==> src/rtl/sa_pkg.sv <==
// Shared allocator definitions: port count, port id type and default FIFO geometry,
// so the allocator and its input queues agree on widths.
package sa_pkg;

  localparam int NUM_PORTS  = 4;
  localparam int DEPTH_DEF  = 4;
  localparam int DATA_W_DEF = 32;

  typedef logic [1:0] port_id_t;

  // Index of the lowest set bit; returns 0 for an all-zero vector.
  function automatic port_id_t lowest_idx(input logic [NUM_PORTS-1:0] v);
    port_id_t idx;
    idx = '0;
    for (int i = NUM_PORTS - 1; i >= 0; i--) begin
      if (v[i]) idx = port_id_t'(i);
    end
    return idx;
  endfunction

endpackage

==> src/rtl/sa_port_fifo.sv <==
// Single-port flit FIFO with registered count and wrapping pointers.
// Caller must gate push with !full and pop with !empty; the head is read combinationally.
module sa_port_fifo #(
  parameter int DATA_W = 32,
  parameter int DEPTH  = 4,
  localparam int PTR_W = $clog2(DEPTH),
  localparam int CNT_W = $clog2(DEPTH + 1)
) (
  input  logic              clk,
  input  logic              rst_n,
  input  logic              i_push,
  input  logic              i_pop,
  input  logic [DATA_W-1:0] i_data,
  output logic [CNT_W-1:0]  o_count,
  output logic [DATA_W-1:0] o_head,
  output logic              o_full,
  output logic              o_empty
);

  logic [DATA_W-1:0] r_mem [DEPTH];
  logic [PTR_W-1:0]  r_wr_ptr;
  logic [PTR_W-1:0]  r_rd_ptr;
  logic [CNT_W-1:0]  r_count;

  // Storage needs no reset: the count alone decides which entries are live.
  always_ff @(posedge clk) begin
    if (i_push) r_mem[r_wr_ptr] <= i_data;
  end

  always_ff @(posedge clk or negedge rst_n) begin
    if (!rst_n) begin
      r_wr_ptr <= '0;
      r_rd_ptr <= '0;
      r_count  <= '0;
    end else begin
      if (i_push) r_wr_ptr <= r_wr_ptr + PTR_W'(1);
      if (i_pop)  r_rd_ptr <= r_rd_ptr + PTR_W'(1);
      case ({i_push, i_pop})
        2'b10:   r_count <= r_count + CNT_W'(1);
        2'b01:   r_count <= r_count - CNT_W'(1);
        default: r_count <= r_count;
      endcase
    end
  end

  assign o_count = r_count;
  assign o_head  = r_mem[r_rd_ptr];
  assign o_full  = (r_count == CNT_W'(DEPTH));
  assign o_empty = (r_count == '0);

endmodule

==> src/rtl/sa_input_queue_4x4.sv <==
// Four per-port input FIFOs feeding the 4x4 switch allocator; pops the lowest granted
// port on ack and drives a registered egress flit one cycle later (no egress backpressure).
module sa_input_queue_4x4
  import sa_pkg::*;
#(
  parameter int DATA_W = DATA_W_DEF,
  parameter int DEPTH  = DEPTH_DEF
) (
  input  logic                             clk,
  input  logic                             rst_n,
  input  logic [NUM_PORTS-1:0]             in_valid,
  input  logic [NUM_PORTS-1:0][DATA_W-1:0] in_data,
  output logic [NUM_PORTS-1:0]             in_ready,
  output logic [NUM_PORTS-1:0]             req,
  input  logic [NUM_PORTS-1:0]             ack,
  output logic                             out_valid,
  output logic [DATA_W-1:0]                out_data,
  output port_id_t                         out_port,
  output logic                             err_multi_ack
);

  localparam int CNT_W = $clog2(DEPTH + 1);

  logic [NUM_PORTS-1:0][CNT_W-1:0]  w_count;
  logic [NUM_PORTS-1:0][DATA_W-1:0] w_head;
  logic [NUM_PORTS-1:0]             w_full;
  logic [NUM_PORTS-1:0]             w_empty;
  logic [NUM_PORTS-1:0]             w_push;
  logic [NUM_PORTS-1:0]             w_eff;
  logic [NUM_PORTS-1:0]             w_pop;
  logic                             w_multi;
  port_id_t                         w_sel;

  logic              r_out_valid;
  logic [DATA_W-1:0] r_out_data;
  port_id_t          r_out_port;
  logic              r_err;

  for (genvar g = 0; g < NUM_PORTS; g++) begin : g_port
    sa_port_fifo #(
      .DATA_W (DATA_W),
      .DEPTH  (DEPTH)
    ) u_fifo (
      .clk     (clk),
      .rst_n   (rst_n),
      .i_push  (w_push[g]),
      .i_pop   (w_pop[g]),
      .i_data  (in_data[g]),
      .o_count (w_count[g]),
      .o_head  (w_head[g]),
      .o_full  (w_full[g]),
      .o_empty (w_empty[g])
    );
    assign req[g] = (w_count[g] != '0);
  end

  // Full blocks push even when the same port pops this cycle.
  assign in_ready = ~w_full;
  assign w_push   = in_valid & ~w_full;

  assign w_eff   = ack & ~w_empty;
  assign w_sel   = lowest_idx(w_eff);
  assign w_pop   = (w_eff != '0) ? (NUM_PORTS'(1) << w_sel) : '0;
  assign w_multi = ((w_eff & (w_eff - NUM_PORTS'(1))) != '0);

  always_ff @(posedge clk or negedge rst_n) begin
    if (!rst_n) begin
      r_out_valid <= 1'b0;
      r_out_data  <= '0;
      r_out_port  <= '0;
      r_err       <= 1'b0;
    end else begin
      r_out_valid <= (w_eff != '0);
      if (w_eff != '0) begin
        r_out_data <= w_head[w_sel];
        r_out_port <= w_sel;
      end
      if (w_multi) r_err <= 1'b1;
    end
  end

  assign out_valid     = r_out_valid;
  assign out_data      = r_out_data;
  assign out_port      = r_out_port;
  assign err_multi_ack = r_err;

endmodule
==> config.mk <==
export PLATFORM = sky130hd
export DESIGN_NAME = sa_input_queue_4x4
export DESIGN_NICKNAME = d
export VERILOG_FILES = /design/src/rtl/sa_pkg.sv /design/src/rtl/sa_port_fifo.sv /design/src/rtl/sa_input_queue_4x4.sv
export SDC_FILE = /design/constraint.sdc
export NUM_CORES = 1
export LEC_CHECK = 0
export BUFFER_PORTS_ARGS = -buffer_cell sky130_fd_sc_hd__buf_4
export CAP_MARGIN = 20
export CELL_PAD_IN_SITES_DETAIL_PLACEMENT = 0
export CELL_PAD_IN_SITES_GLOBAL_PLACEMENT = 1
export CORE_MARGIN = 4
export CORE_UTILIZATION = 47
export DETAILED_ROUTE_END_ITERATION = 16
export GPL_ROUTABILITY_DRIVEN = 0
export HOLD_SLACK_MARGIN = 0.02
export PLACE_DENSITY = 0.77
export SLEW_MARGIN = 20
export SYNTH_ARGS = -nofsm -noshare
export SYNTH_HDL_FRONTEND = slang
export SYNTH_SLANG_ARGS = --single-unit
==> constraint.sdc <==
create_clock -name clk -period 2.44 [get_ports clk]
set_input_delay 0.732 -clock clk [delete_from_list [all_inputs] [get_ports clk]]
set_output_delay 0.732 -clock clk [all_outputs]
set_load 0.02 [all_outputs]
Yosys cells after proc, flatten, opt, wreduce, memory -nomap -nowiden --
Memories as Yosys holds them, arrays and structs flattened. Index checks and enable logic that the tools add are counted.
Word-level totals: register bits 64, bits in latches 0, memory bits (writable) 512, memory bits (read-only) 0, bits of input ports 138, output and inout bits 44, logic and storage cells 89, memories kept 4
Memory list:
- g_port[0].u_fifo.r_mem | depth 4, bits a word 32, read ports 1, clocked after Yosys merged registers in 0, wr ports 1, line sa_port_fifo.sv:20 | logic [DATA_W-1:0] r_mem [DEPTH];
- g_port[1].u_fifo.r_mem | depth 4, bits a word 32, read ports 1, clocked after Yosys merged registers in 0, wr ports 1, line sa_port_fifo.sv:20
- g_port[2].u_fifo.r_mem | depth 4, bits a word 32, read ports 1, clocked after Yosys merged registers in 0, wr ports 1, line sa_port_fifo.sv:20
- g_port[3].u_fifo.r_mem | depth 4, bits a word 32, read ports 1, clocked after Yosys merged registers in 0, wr ports 1, line sa_port_fifo.sv:20
Cells by class: add/sub/neg operators 17, multipliers 0, div/mod/pow operators 0, order comparisons 1, equal/unequal tests 12, shifts and indexed selects 1, multiplexer cells 19, bitwise gates (word level) 5, reductions and logical operators 14
Operator list (number):
- 32-bit binary-select mux with 2-bit select | 1
- 32-bit 2-to-1 mux | 1
- 3-bit case mux with 2 select lines | 4
- 2-bit by 1-bit adder with 2-bit output, second input constant | 8
- 3-bit by 1-bit adder with 3-bit output, second input constant | 4
- 4-bit AND | 3
- 3-bit == test, second input constant | 4
- 3-bit logical NOT | 4
- 3-bit nonzero test | 4
- 3-bit by 1-bit subtractor with 3-bit output, second input constant | 4
- 2-bit by 1-bit == test with 1-bit output, second input constant | 4
- 2-bit == test, second input constant | 4
- 1-bit 2-to-1 mux | 8
- 2-bit 2-to-1 mux | 4
- 4-bit inverter | 2
- 2-bit nonzero test | 4
- 4-bit nonzero test | 2
- 4-bit 2-to-1 mux | 1
- 1-bit by 2-bit left shift with 4-bit output, first input constant | 1
- 4-bit by 1-bit subtractor with 4-bit output, second input constant | 1
- 2-bit by 3-bit less-than comparator with 1-bit output, second input constant | 1

Depth between registers and ports, before layout --
Gate-level depths: netlist of run 1.
depth in word-level cells 11, gate-level depth with buffers 10, depth with buffers taken out 10

Cells and area by module --
From an unflattened synthesis of run 1, not the netlist that was laid out.
Second synthesis, totals: cell total of the unflattened synthesis 1040, area, all modules 22565.4 um^2
By module, submodules not included:
- sa_port_fifo at g_port[0].u_fifo ... | times used 2, cells each 204, area each 5064.9 um^2, seq. area each 4018.9 um^2
- sa_port_fifo at g_port[2].u_fifo ... | times used 2, cells each 205, area each 5063.6 um^2, seq. area each 4018.9 um^2
- sa_input_queue_4x4 | times used 1, cells each 222, area each 2308.5 um^2, seq. area each 900.9 um^2

Least setup slack after synthesis of run 1 --
OpenSTA, ideal clock, no wires.
path type in2reg, from input ack[1], to register g_port[3].u_fifo.r_count[2], setup time 79 ps, arrival time 2518 ps, required time 2361 ps, setup slack -157 ps, cell stages on the path 10, path buffers 1, cells stage by stage o31ai_1 buf_2 nand2_1 nor3_2 ha_1 inv_1 fa_1 xor2_1 nor2_1 xor2_1
Between the ends: longest elaborated chain between the ends 7, elaborated cells between the ends (all ways) 10, those cells by class eq/ne (2); shift (1); mux (4); bitwise (1); reduce/logical (2)
Ends and longest elaborated chain:
- start, declared | line sa_input_queue_4x4.sv:15 | input logic [NUM_PORTS-1:0] ack,
- 4-bit AND * | line sa_input_queue_4x4.sv:61 | assign w_eff = ack & ~w_empty;
- 2-bit 2-to-1 mux (2 in series) | line sa_pkg.sv:16 | if (v[i]) idx = port_id_t'(i);
- 1-bit by 2-bit left shift with 4-bit output | line sa_input_queue_4x4.sv:63 | assign w_pop = (w_eff != '0) ? (NUM_PORTS'(1) << w_sel) : '0;
- 4-bit 2-to-1 mux * | line sa_input_queue_4x4.sv:63
- net g_port[3].u_fifo.i_pop | line sa_port_fifo.sv:12 | input logic i_pop,
- 2-bit by 1-bit == test with 1-bit output / 2-bit == test (equally long branches) | line sa_port_fifo.sv:38 | case ({i_push, i_pop})
- 3-bit case mux with 2 select lines / 2-bit nonzero test (equally long branches)
- end signal, assigned | line sa_port_fifo.sv:39 | 2'b10: r_count <= r_count + CNT_W'(1);
- end signal, assigned | line sa_port_fifo.sv:40 | 2'b01: r_count <= r_count - CNT_W'(1);
- end signal, assigned | line sa_port_fifo.sv:41 | default: r_count <= r_count;
- end, declared | line sa_port_fifo.sv:23 | logic [CNT_W-1:0] r_count;
The timed path passes the listed nets; every way through them passes the cells marked *. A chain may end at the register's enable or synchronous reset.

Final worst setup path of run 1 --
from register g_port[0].u_fifo.r_count[2], to output req[0]
Between the ends: longest elaborated chain between the ends 1
Ends and longest elaborated chain:
- start, declared | line sa_port_fifo.sv:23
- start signal, assigned | line sa_port_fifo.sv:39
- start signal, assigned | line sa_port_fifo.sv:40
- start signal, assigned | line sa_port_fifo.sv:41
- 3-bit nonzero test | line sa_input_queue_4x4.sv:54 | assign req[g] = (w_count[g] != '0);
- end, declared | line sa_input_queue_4x4.sv:14 | output logic [NUM_PORTS-1:0] req,
No other way between the ends.

==> run metrics, run 1 <==
largest delay contributor family on the critical path=flip-flops; die area=50900 µm²; Comb power frac=0.314; Die Y=around 230 µm; final WL=around 50000 µm; Setup Crit Path Kind=flip-flop to output pin; Data required, critical path=1.71 ns; Max rail drop VDD=about 0.59 mV; layout cells sized above 1=0.366; Residual DRC=0; H-tree levels=2; hpwl dp=34600 µm; Critical Path Start=g_port[0].u_fifo.o_count[2]; max_slew headroom=0.437; final count of negative-setup-slack endpoints=0; clock latency on the worst-skew pair=0.59 ns; Worst path slowest cell=dfrtp_1; Post-Syn Area per Cell=21.0 µm²; syn_nets=1220; vias per cell=5.69; IO buf count=181; Tcrit/Tclk final=0.986; core area=between 40000 and 50000 µm²; I/O Pins=182; HP Class=input pin to flip-flop; synthesized instance count=1058; main combinational cell family by area after synthesis=multiplexers; Worst Path Arrival=1.67 ns; worst-path cell chain=buf_6, or3_4, buf_6; critical-path maximum fanout=2; Layout Utilization=0.576; vias in the first global route=11600; xor and xnor area share after synthesis=0.00944; CTS root buf=clkbuf_16; first-pass GRT wire length=roughly 74000 µm; DRT antenna net count=0; CTS tree=yes; largest net degree at the start of global routing=63; R2R Path End=g_port[1].u_fifo.o_count[2]; fraction of the mapped netlist area in adder cells=0.0153; RSZ-0062 raised after global routing=true; Worst Max-Slew Pin Slew=0.836 ns; Num CTS Buffers=56; clock net sink count=576; WL/cell=25.5 µm; r2r startpoint=g_port[0].u_fifo.o_count[2]; GRT Total Usage=0.199; CP most frequent cell=buf_6; Peak Freq=roughly 420 MHz; CP startpoint kind=flip-flop; # nets final=around 1500; num rows=79; total congestion overflow=0; Total Power=0.0328 W; final hold vios=0; Worst R2R Path Depth=10; switching power=0.0101 W; register area share after synthesis=0.763; Final Skew=0.0214 ns; mux cell area share after synthesis=0.132; Power Density=1220 nW/µm²; Synth Warn #=0; max incr delay on CP=0.41 ns; vias=approximately 11000; Area Growth Syn to Fin=20.6%; CP Capture Type=output pin; sw frac=0.307; CTS max path bufs=3; max-slew violation count=0; DR pass1 iterations=5; simple-gate share of the synthesized area=0.0227; clock-pin transition on the worst setup and hold timing paths=~0.060 ns; critical path depth in cells=3; status=completed; Synth Cell Area=between 20000 and 25000 µm²; most used cells in the layout excluding fill and tap cells=edfxtp_1 (512), buf_4 (240), mux4_2 (128); Starting Density=0.477; initial antenna violation count=2; Yosys reg bits=576; Worst Setup EP=req[0]; Pleak=9.33 nW; clock power share=0.251; r2r setup slk=0.10 ns; sequential share of power=0.435; min cycle time layout=approximately 2.4 ns; Initial DRC Count=1048; Int Pwr=0.0227 W; Max Cap Violations=0; Die W=226 µm; Unique masters post-synth=39; most common cell after layout, fill and taps aside=edfxtp_1; post-synthesis compound-gate area fraction=0.0397; Bufs and invs on worst path=2
==> timing repair <==
item                                   in CTS  in global routing
gates resized for setup                     5                 16
pin swaps                                   2                  7
endpoints found under the hold margin      15                  0
hold buffers                                1                  0
setup endpoints to repair                   4                  7
buffers inserted                            1                  5
==> worst reg2reg max path, stage by stage (launching register included) <==
cell	delay, ns
dfrtp_1	0.41
o31ai_4	0.38
buf_6	0.17
inv_2	0.06
nor2_4	0.13
ha_1	0.17
inv_1	0.06
fa_1	0.44
xor2_1	0.16
nor2_1	0.13
xor2_1	0.16
==> per-stage QoR <==
step / TNS [ns] / cells / hold WS, ns / setup WS (ns) / area [µm²]
2_1_floorplan: 0 / 1058 / 0.436 / 0.0204 / 22300
3_3_place_gp: -0.260 / 1866 / 0.459 / -0.110 / 25000
3_5_place_dp: -0.445 / 1866 / 0.465 / -0.140 / 25000
4_1_cts: -0.0195 / 1972 / 0.308 / -0.0195 / 26800
5_1_grt: -0.0199 / 1978 / 0.324 / -0.0116 / 26900
6_report: 0 / 1978 / 0.344 / 0.0336 / 26900
==> worst min path at each step <==
stage,endpoint,cells after the start,startpoint,slack [ns]
after global placement,err_multi_ack,1,err_multi_ack,0.46
after CTS,g_port[2].u_fifo.r_mem[1][0],1,in_data[64],0.31
after global routing,g_port[1].u_fifo.r_mem[3][21],1,in_data[53],0.32
after detailed placement,err_multi_ack,1,err_multi_ack,0.46
after floorplan,err_multi_ack,0,rst_n,0.44
final,g_port[2].u_fifo.r_mem[2][20],1,in_data[84],0.34
==> cells by family after synthesis <==
family,count (synthesis)
XOR/XNOR,24
flip-flops,576
buffers and inverters,84
AND/OR/NAND/NOR,82
adder cells (fa/ha/maj),25
multiplexers,134
AO/OA/AOI/OAI,133
==> cells in the mapped netlist <==
cell type    n  area [µm²]
edfxtp_1   512       15400
mux4_2     128        2880
dfrtp_1     64        1600
a22oi_1     38         285
o31ai_1     28         210
o21ai_0     27         135
a21oi_1     26         130
buf_2       25         125
clkbuf_1    25        93.8
inv_1       24        90.1
or4_1       24         180
ha_1        20         250
and3_1      16         100
xnor2_1     13         114
nand2_1     12        45.0
xor2_1      11        96.3
nor2_1       8        30.0
buf_6        7        78.8
nand3_1      7        35.0
o211ai_1     7        52.6
and2_1       4        25.0
fa_1         4        80.1
mux2_2       4        45.0
or3_1        4        25.0
inv_2        2        7.51
mux2i_1      2        20.0
nor3_1       2        10.0
o21ai_1      2        10.0
o31a_1       2        17.5
clkbuf_2     1        5.00
maj3_1       1        10.0
nand2b_1     1        6.26
nor2_2       1        6.26
nor2_4       1        11.3
nor3_2       1        10.0
nor4_4       1        21.3
o221a_1      1        11.3
o31a_2       1        10.0
o31ai_4      1        21.3
==> registers in the layout, indices dropped and copies added, names as in the netlist <==
| register | cells |
|---|---|
| out_valid | 1 |
| out_port | 2 |
| g_port.u_fifo.r_wr_ptr | 8 |
| out_data | 32 |
| err_multi_ack | 1 |
| g_port.u_fifo.r_rd_ptr | 8 |
| g_port.u_fifo.o_count | 12 |
| g_port.u_fifo.r_mem | 512 |
==> layout make-up <==
cell class,count,area [µm²]
fill,3455,19800
sequential,576,17000
multi-input combinational,398,5000
timing repair buffer,266,2270
clock buffer,84,1580
tap,607,759
clock inverter,20,170
inverter,26,97.6
antenna,1,2.50
==> power groups by stage <==
| stage | combinational (W) | sequential, W | clock [W] |
|---|---|---|---|
| after floorplan | 0.00601 | 0.0143 | 0 |
| after CTS | 0.0104 | 0.0143 | 0.00839 |
| final | 0.0103 | 0.0143 | 0.00822 |
| after global routing | 0.0110 | 0.0145 | 0.00881 |
| after detailed placement | 0.0103 | 0.0145 | 0 |
| after global placement | 0.0102 | 0.0143 | 0 |
==> layer usage <==
metal  track usage  part of all wire  vias to the layer above
met5             0           0.00024                        -
met4        0.0697             0.031                        2
met3        0.0484             0.078                       68
met2         0.316              0.49                      413
met1         0.273              0.40                     5839
li1              -                 -                     4925
(Power assumes the default switching activity.)
==> run 2: changes to the inputs <==
Settings changed: CTS_BUF_LIST set to sky130_fd_sc_hd__clkbuf_16.
==> run 2 against run 1 <==
  * Core utilization fell by 0.064 points
  * Critical path depth unchanged
  * Sequential power is essentially flat
  * Design area shrank 0.11%
  * Fmax about the same
  * Final cell count did not move
  * Worst setup slack hardly changed
  * Routed wire length up 0.13%
  * Register-to-register slack barely moved
  * Combinational power about the same
  * Clock power down 2%
  * Sequential share of layout area grew 0.071 points
  * Largest cell class unchanged
==> run metrics, run 2 (same netlist as run 1, synthesis figures left out) <==
r2r startpoint=g_port[0].u_fifo.o_count[2]; final hold vios=0 (unchanged); Worst Path Arrival=1.67 ns (about the same); DR pass1 iterations=5 (unchanged); R2R Path End=g_port[1].u_fifo.o_count[2]; clock-pin transition on the worst setup and hold timing paths=0.06 ns (about the same); Area Growth Syn to Fin=20.5%; most used cells in the layout excluding fill and tap cells=edfxtp_1 (512), buf_4 (240), mux4_2 (128); Data required, critical path=1.71 ns (about the same); clock latency on the worst-skew pair=0.59 ns (about the same); num rows=79 (unchanged); largest net degree at the start of global routing=63 (unchanged); min cycle time layout=2.41 ns (+0.000112 ns); CTS max path bufs=3 (unchanged); first-pass GRT wire length=74000 µm (about the same); max incr delay on CP=0.41 ns (about the same); Hold Crit Start=in_data[84]; status=completed; Starting Density=0.477 (unchanged); max-slew violation count=0 (unchanged); worst-path cell chain=buf_6, or3_4, buf_6; initial antenna violation count=2 (unchanged); Power Density=1210 nW/µm² (-0.47%); GRT Total Usage=0.199 (about the same); CTS root buf=clkbuf_16; max reg flops=512 (unchanged); Peak Freq=416 MHz (about the same); critical-path maximum fanout=2 (unchanged); IO buf count=181 (unchanged); Final Skew=0.0212 ns (-0.000193 ns); Die Y=226 µm (unchanged); max_slew headroom=0.451 (+0.0142); Final Non-Filler Cells=1978 (unchanged); CP startpoint kind=flip-flop; worst-case hold path end point=g_port[2].u_fifo.r_mem[2][20]; largest delay contributor family on the critical path=flip-flops; die area=50900 µm² (unchanged); vias per cell=5.67 (-0.24%); Total Power=0.0326 W (-0.58%); CP Capture Type=output pin; Setup Crit Path Kind=flip-flop to output pin; Worst path slowest cell=dfrtp_1; hold path depth=1 (unchanged); I/O Pins=182 (unchanged); DP Worst Slack=-0.140 ns (unchanged); # nets final=1486 (unchanged); vias in the first global route=11600 (-0.0087%); Bufs and invs on worst path=2 (unchanged); hpwl dp=34600 µm (unchanged); largest register by flop count=g_port.u_fifo.r_mem; Max rail drop VDD=0.594 mV (about the same); CP most frequent cell=buf_6; Pleak=9.41 nW (+0.84%); WL/cell=25.5 µm (+0.13%); final WL=50500 µm (+0.13%); Die W=226 µm (unchanged); Layout Utilization=0.575 (-0.000643); H-tree levels=2 (unchanged); CTS tree=yes; clock net sink count=576 (unchanged); Max Cap Violations=0 (unchanged); dpl cells=1866 (unchanged); aggregate negative setup slack=0 ns (unchanged); final count of negative-setup-slack endpoints=0 (unchanged); HP Class=input pin to flip-flop; total congestion overflow=0 (unchanged); crit path setup slack, layout=0.0335 ns (-0.000111 ns); vias=11200 (-0.24%); Num CTS Buffers=56 (unchanged); core area=46700 µm² (unchanged); Initial DRC Count=1074 (+2.5%); Worst R2R Path Depth=10 (unchanged); most common cell after layout, fill and taps aside=edfxtp_1; RSZ-0062 raised after global routing=true; Tcrit/Tclk final=0.986 (about the same); Residual DRC=0 (unchanged); layout cells sized above 1=0.364 (-0.00219); Worst Max-Slew Pin Slew=0.815 ns (-0.0211 ns); DRT antenna net count=0 (unchanged); r2r setup slk=0.11 ns (about the same)
## run 2: changes by cell type in the layout (fill, tap and decap cells not counted)
cell and delta:
clkbuf_1 -23, clkbuf_8 -3, clkinv_1 +3, inv_1 +23
## run 2: timing repair
action,4_1_cts,5_1_grt
hold buffers,1,0
buffers inserted,1,5
pin swaps,2,7
hold endpoints to repair,15,0
endpoints found under the setup margin,4,7
resized for setup,5,16
## run 2: metal layers
metal	vias up	GRT usage	wire length, µm
li1	4923	-	-
met1	5823	0.273	20200
met2	405	0.316	24800
met3	67	0.0484	3910
met4	2	0.0696	1590
met5	-	0	12
## run 2: layout make-up
type / count / area, µm²
Multi-Input combinational cell: 398 / 5000
Clock buffer: 58 / 1450
Antenna cell: 1 / 2.50
Timing Repair Buffer: 266 / 2270
Sequential cell: 576 / 17000
Inverter: 26 / 97.6
Fill cell: 3456 / 19800
Tap cell: 607 / 759
Clock inverter: 46 / 268
## run 2: worst max-delay path by stage
| stage | from | to | slack, ns | cells past startpoint |
|---|---|---|---|---|
| after floorplan | ack[1] | g_port[2].u_fifo.o_count[2] | 0.02 | 10 |
| after global placement | ack[1] | g_port[2].u_fifo.o_count[2] | -0.11 | 10 |
| after detailed placement | ack[1] | g_port[3].u_fifo.o_count[2] | -0.14 | 10 |
| after CTS | g_port[0].u_fifo.o_count[2] | req[0] | -0.02 | 3 |
| after global routing | g_port[1].u_fifo.o_count[1] | g_port[3].u_fifo.o_count[2] | -0.01 | 9 |
| final | g_port[0].u_fifo.o_count[2] | req[0] | 0.03 | 3 |
## run 2: through the flow
stage	hold WS [ns]	area [µm²]
after floorplan	0.436	22300
after global placement	0.459	25000
after detailed placement	0.465	25000
after CTS	0.309	26700
after global routing	0.324	26800
final	0.343	26800
## run 2: power breakdown
| group | internal [W] | total [W] | switching, W |
|---|---|---|---|
| combinational | 0.00473 | 0.0103 | 0.00555 |
| sequential | 0.0132 | 0.0143 | 0.00108 |
| clock | 0.00458 | 0.00803 | 0.00345 |
| total | 0.0225 | 0.0326 | 0.0101 |
